===== config.mk =====
export PLATFORM = sky130hd
export DESIGN_NAME = or_bitwise
export DESIGN_NICKNAME = d
export VERILOG_FILES = /design/src/rtl/alu_pkg.sv /design/src/rtl/or_bitwise_core.sv /design/src/rtl/or_bitwise.sv
export SDC_FILE = /design/constraint.sdc
export NUM_CORES = 1
export LEC_CHECK = 0
export CAP_MARGIN = 20
export CORE_MARGIN = 4
export CORE_UTILIZATION = 37
export DETAILED_ROUTE_END_ITERATION = 10
export PLACE_DENSITY_LB_ADDON = 0.05
export SLEW_MARGIN = 20
export SYNTH_ARGS = -nofsm -noshare
export SYNTH_HDL_FRONTEND = slang
export SYNTH_HIERARCHICAL = 1
export SYNTH_SLANG_ARGS = --single-unit

===== constraint.sdc =====
create_clock -name i_clk -period 2.5 [get_ports i_clk]
set_clock_uncertainty 0.1 [all_clocks]
set_input_delay 0.25 -clock i_clk [delete_from_list [all_inputs] [get_ports i_clk]]
set_output_delay 0.25 -clock i_clk [all_outputs]
set_load 0.005 [all_outputs]

===== src/rtl/alu_pkg.sv =====
// Shared constants and opcode encoding for the 32-bit ALU datapath units.
package alu_pkg;

    localparam int ALU_WIDTH = 32;

    typedef enum logic [3:0] {
        OP_ADD = 4'h0,
        OP_SUB = 4'h1,
        OP_AND = 4'h2,
        OP_OR  = 4'h3,
        OP_XOR = 4'h4,
        OP_SLL = 4'h5,
        OP_SRL = 4'h6,
        OP_SRA = 4'h7
    } alu_op_e;

endpackage


===== src/rtl/or_bitwise_core.sv =====
// Combinational bitwise OR with zero / all-ones reduction flags.
module or_bitwise_core
    import alu_pkg::*;
#(
    parameter int WIDTH = ALU_WIDTH
) (
    input  logic [WIDTH-1:0] i_1,
    input  logic [WIDTH-1:0] i_2,
    output logic [WIDTH-1:0] o,
    output logic             o_zero,
    output logic             o_ones
);

    logic [WIDTH-1:0] w_or;

    for (genvar g = 0; g < WIDTH; g++) begin : g_bit
        assign w_or[g] = i_1[g] | i_2[g];
    end

    assign o      = w_or;
    assign o_zero = ~|w_or;
    assign o_ones = &w_or;

endmodule


===== src/rtl/or_bitwise.sv =====
// Registered bitwise-OR ALU unit: one-cycle latency result plus valid and flags.
module or_bitwise
    import alu_pkg::*;
#(
    parameter int WIDTH = ALU_WIDTH
) (
    input  logic             i_clk,
    input  logic             i_rst_n,
    input  logic             i_valid,
    input  logic [WIDTH-1:0] i_1,
    input  logic [WIDTH-1:0] i_2,
    output logic [WIDTH-1:0] o,
    output logic             o_valid,
    output logic             o_zero,
    output logic             o_ones
);

    logic [WIDTH-1:0] w_or;
    logic             w_zero;
    logic             w_ones;

    logic [WIDTH-1:0] r_o;
    logic             r_valid;
    logic             r_zero;
    logic             r_ones;

    or_bitwise_core #(
        .WIDTH (WIDTH)
    ) u_core (
        .i_1    (i_1),
        .i_2    (i_2),
        .o      (w_or),
        .o_zero (w_zero),
        .o_ones (w_ones)
    );

    // Data registers load only on a valid pair, so idle-cycle X on operands never reaches o.
    always_ff @(posedge i_clk) begin
        if (!i_rst_n) begin
            r_o     <= '0;
            r_valid <= 1'b0;
            r_zero  <= 1'b1;
            r_ones  <= 1'b0;
        end else begin
            r_valid <= i_valid;
            if (i_valid) begin
                r_o    <= w_or;
                r_zero <= w_zero;
                r_ones <= w_ones;
            end
        end
    end

    assign o       = r_o;
    assign o_valid = r_valid;
    assign o_zero  = r_zero;
    assign o_ones  = r_ones;

endmodule


==> results.sh <==
export IMPL_cts_tree="done"
export IMPL_power_density_nw_per_um2=488
export IMPL_via_per_inst=4.60
export IMPL_die_w_um=76.3
export IMPL_globalRoute_busiestLayer="met2"
export IMPL_io_buffers=101
export IMPL_netlist_area_leader_share_pct=40.6
export IMPL_grt_util_all_layers_pct=14.8
export IMPL_drv_cap=0
export IMPL_clockRootBuffer="clkbuf_8"
export IMPL_maxSlewViolCount=0
export IMPL_fin_nets=359
export IMPL_htree_num_levels=2
export IMPL_critPathCaptureType="flip-flop"
export IMPL_grt_first_pass_wirelength_um=7020
export IMPL_syn_num_nets=256
export IMPL_use_met3_pct=6.38
export IMPL_grt_pass1_vias=1522
export IMPL_clk_pin_slew_ns=0.07
export IMPL_drtIter0Drc=47
export IMPL_dp_final_hpwl_um=3390
export IMPL_yosys_area_top_type="dfxtp_1"
export IMPL_cts_max_path_buffers=2
export IMPL_status="complete, no violations"
export IMPL_hold_ws_ns=0.400
export IMPL_use_met2_pct=24.9
export IMPL_cp_start_kind="primary input"
export IMPL_antenna_found_initial=0
export IMPL_grt_overflow=0
export IMPL_power_w=0.00139
export IMPL_vias=1586
export IMPL_initial_core_util_pct=38.8
export IMPL_report_final_setup_viol=0
export IMPL_p_leak_nw=1.17
export IMPL_drive_gt1_share_pct=6.48
export IMPL_post_place_cells=337
export IMPL_gp_congestion=0.677
export IMPL_hold_buffers=0
export IMPL_hold_violations=0
export IMPL_ios=102
export IMPL_clock_sinks=35
export IMPL_antenna_cells=0
export IMPL_tightest_slew_ns=0.554
export IMPL_ir_worst_vdd_mv=0.340
export IMPL_period_minus_slack_ns=2.20
export IMPL_place_area_um2=2740
export IMPL_nFillCells=405
export IMPL_yosysUniqueCellTypes=19
export IMPL_die_h_um=76.3
export IMPL_cts_made_buffers=5
export IMPL_synth_seq_area_share_pct=40.6
export IMPL_clk_latency_ns=0.28
export IMPL_synth_warnings=6
export IMPL_dr_pass1_iters=2
export IMPL_met1_usage_pct=16.8
export IMPL_cp_max_fo=3
export IMPL_syn2layout_area_growth_pct=64.7
export IMPL_setup_slack_ns=0.297
export IMPL_ant_nets=0
export IMPL_max_slew_margin_pct=63.1
export IMPL_syn_instance_count=189
export IMPL_min_period_over_period_pct=88.1
export IMPL_dp_slack_ns=-0.0139
export IMPL_max_freq_ghz=0.454
export IMPL_drc=0
export IMPL_netlist_area_um2=1720
export IMPL_hold_class="flip-flop to flip-flop"
export IMPL_worstSetupPathType="primary input to flip-flop"
export IMPL_synth_seq_cells=35
export IMPL_final_area_um2=2840
export IMPL_postCtsSetupRepairBufs=0
export IMPL_die_area_um2=5820
export IMPL_final_cells=345
export IMPL_grt_start_max_net_pins=36
export IMPL_worstPathRequired_ns=2.63
export IMPL_rsz0062_at_grt="no"
export IMPL_wire_per_inst_um=12.2
export IMPL_totalWireLength_um=4210
export IMPL_num_rows=24
export IMPL_cts_resized=0
export IMPL_synth_area_leaders="dfxtp_1 41%, mux2i_1 20%, nor2b_1 12%, nor2_1 5.4%, inv_1 5.2%"
export IMPL_crit_arrival_ns=2.33
export IMPL_core_area_um2=4440
export IMPL_syn_avg_cell_area_um2=9.12
[sequential cells by signal, summed over array words and instances, names as in the netlist]
name	flops
o	32
o_ones	1
o_valid	1
o_zero	1
[worst max-delay path: stages]
cell	delay [ns]
clkdlybuf4s50_1	0.40
or2_4	0.25
or4_1	0.52
or4_1	0.49
nor4_2	0.24
mux2i_1	0.10
nand2_1	0.07
[cells by family after synthesis]
logic type             count (synthesis)  share of synthesized area (%)
and+or+nand+nor                       89                           29.6
DFF                                   35                           40.6
buffers and inverters                 31                           10.0
muxes                                 34                           19.7
[cells in the mapped netlist]
cell type,n
or4_1,3
nor4_2,1
buf_6,1
nor4_1,6
or2_4,1
and2_1,1
clkbuf_1,3
inv_1,24
nand2_1,1
nor2_1,25
or2_1,2
mux2i_1,34
nor2b_1,33
nand4_1,8
and4_1,1
buf_12,3
or2_2,6
dfxtp_1,35
and4_2,1
[where the power goes]
part           total, W  leakage [nW]  switching, W  internal (W)
clock network  0.000447        0.0515      0.000196      0.000251
logic          0.000321         0.826      0.000103      0.000217
registers      0.000617         0.292     0.0000185      0.000599
[metrics by stage]
stage | utilization, % | TNS, ns
floorplan | - | 0
global placement | 61.7 | 0
detailed placement | 61.7 | -0.0139
CTS | 63.9 | 0
global route | 63.9 | 0
finish | 63.9 | 0
[final timing paths]
kind	start	to	slack, ns	depth (start not counted)
max reg2reg	o_zero	o_zero	1.78	2
min	o_zero	o_zero	0.40	2
min reg2reg	o_zero	o_zero	0.40	2
max	i_2[27]	o_zero	0.30	7
[final cells by class]
| class | instances | area (µm²) | share of cell area, % |
|---|---|---|---|
| inverter | 24 | 90.1 | 3.17 |
| clock buffer | 8 | 100 | 3.52 |
| multi-input combinational | 123 | 851 | 30.0 |
| tap | 52 | 65.1 | 2.29 |
| timing repair buffer | 103 | 1030 | 36.4 |
| sequential | 35 | 701 | 24.7 |
[placed cells by master, fill, tap and decap left out]
cell type | netlist | final
and4_1 | 1 | 1
or2_1 | 2 | 2
clkbuf_1 | 3 | 1
nor2_1 | 25 | 25
buf_4 | 0 | 1
inv_1 | 24 | 24
buf_12 | 3 | 1
nor4_2 | 1 | 1
nor2b_1 | 33 | 33
and2_1 | 1 | 1
nand2_1 | 1 | 1
and4_2 | 1 | 1
clkbuf_8 | 0 | 7
mux2i_1 | 34 | 34
buf_2 | 0 | 1
clkdlybuf4s50_1 | 0 | 100
or2_2 | 6 | 6
nor4_1 | 6 | 6
or2_4 | 1 | 1
dfxtp_1 | 35 | 35
or4_1 | 3 | 3
nand4_1 | 8 | 8
[layer usage]
layer / share of wire (%) / vias up
li1: - / 822
met1: 42 / 701
met2: 47 / 56
met3: 9.7 / 7
met4: 1.1 / 0
met5: 0 / -
Power figures use the tool's default switching activity.
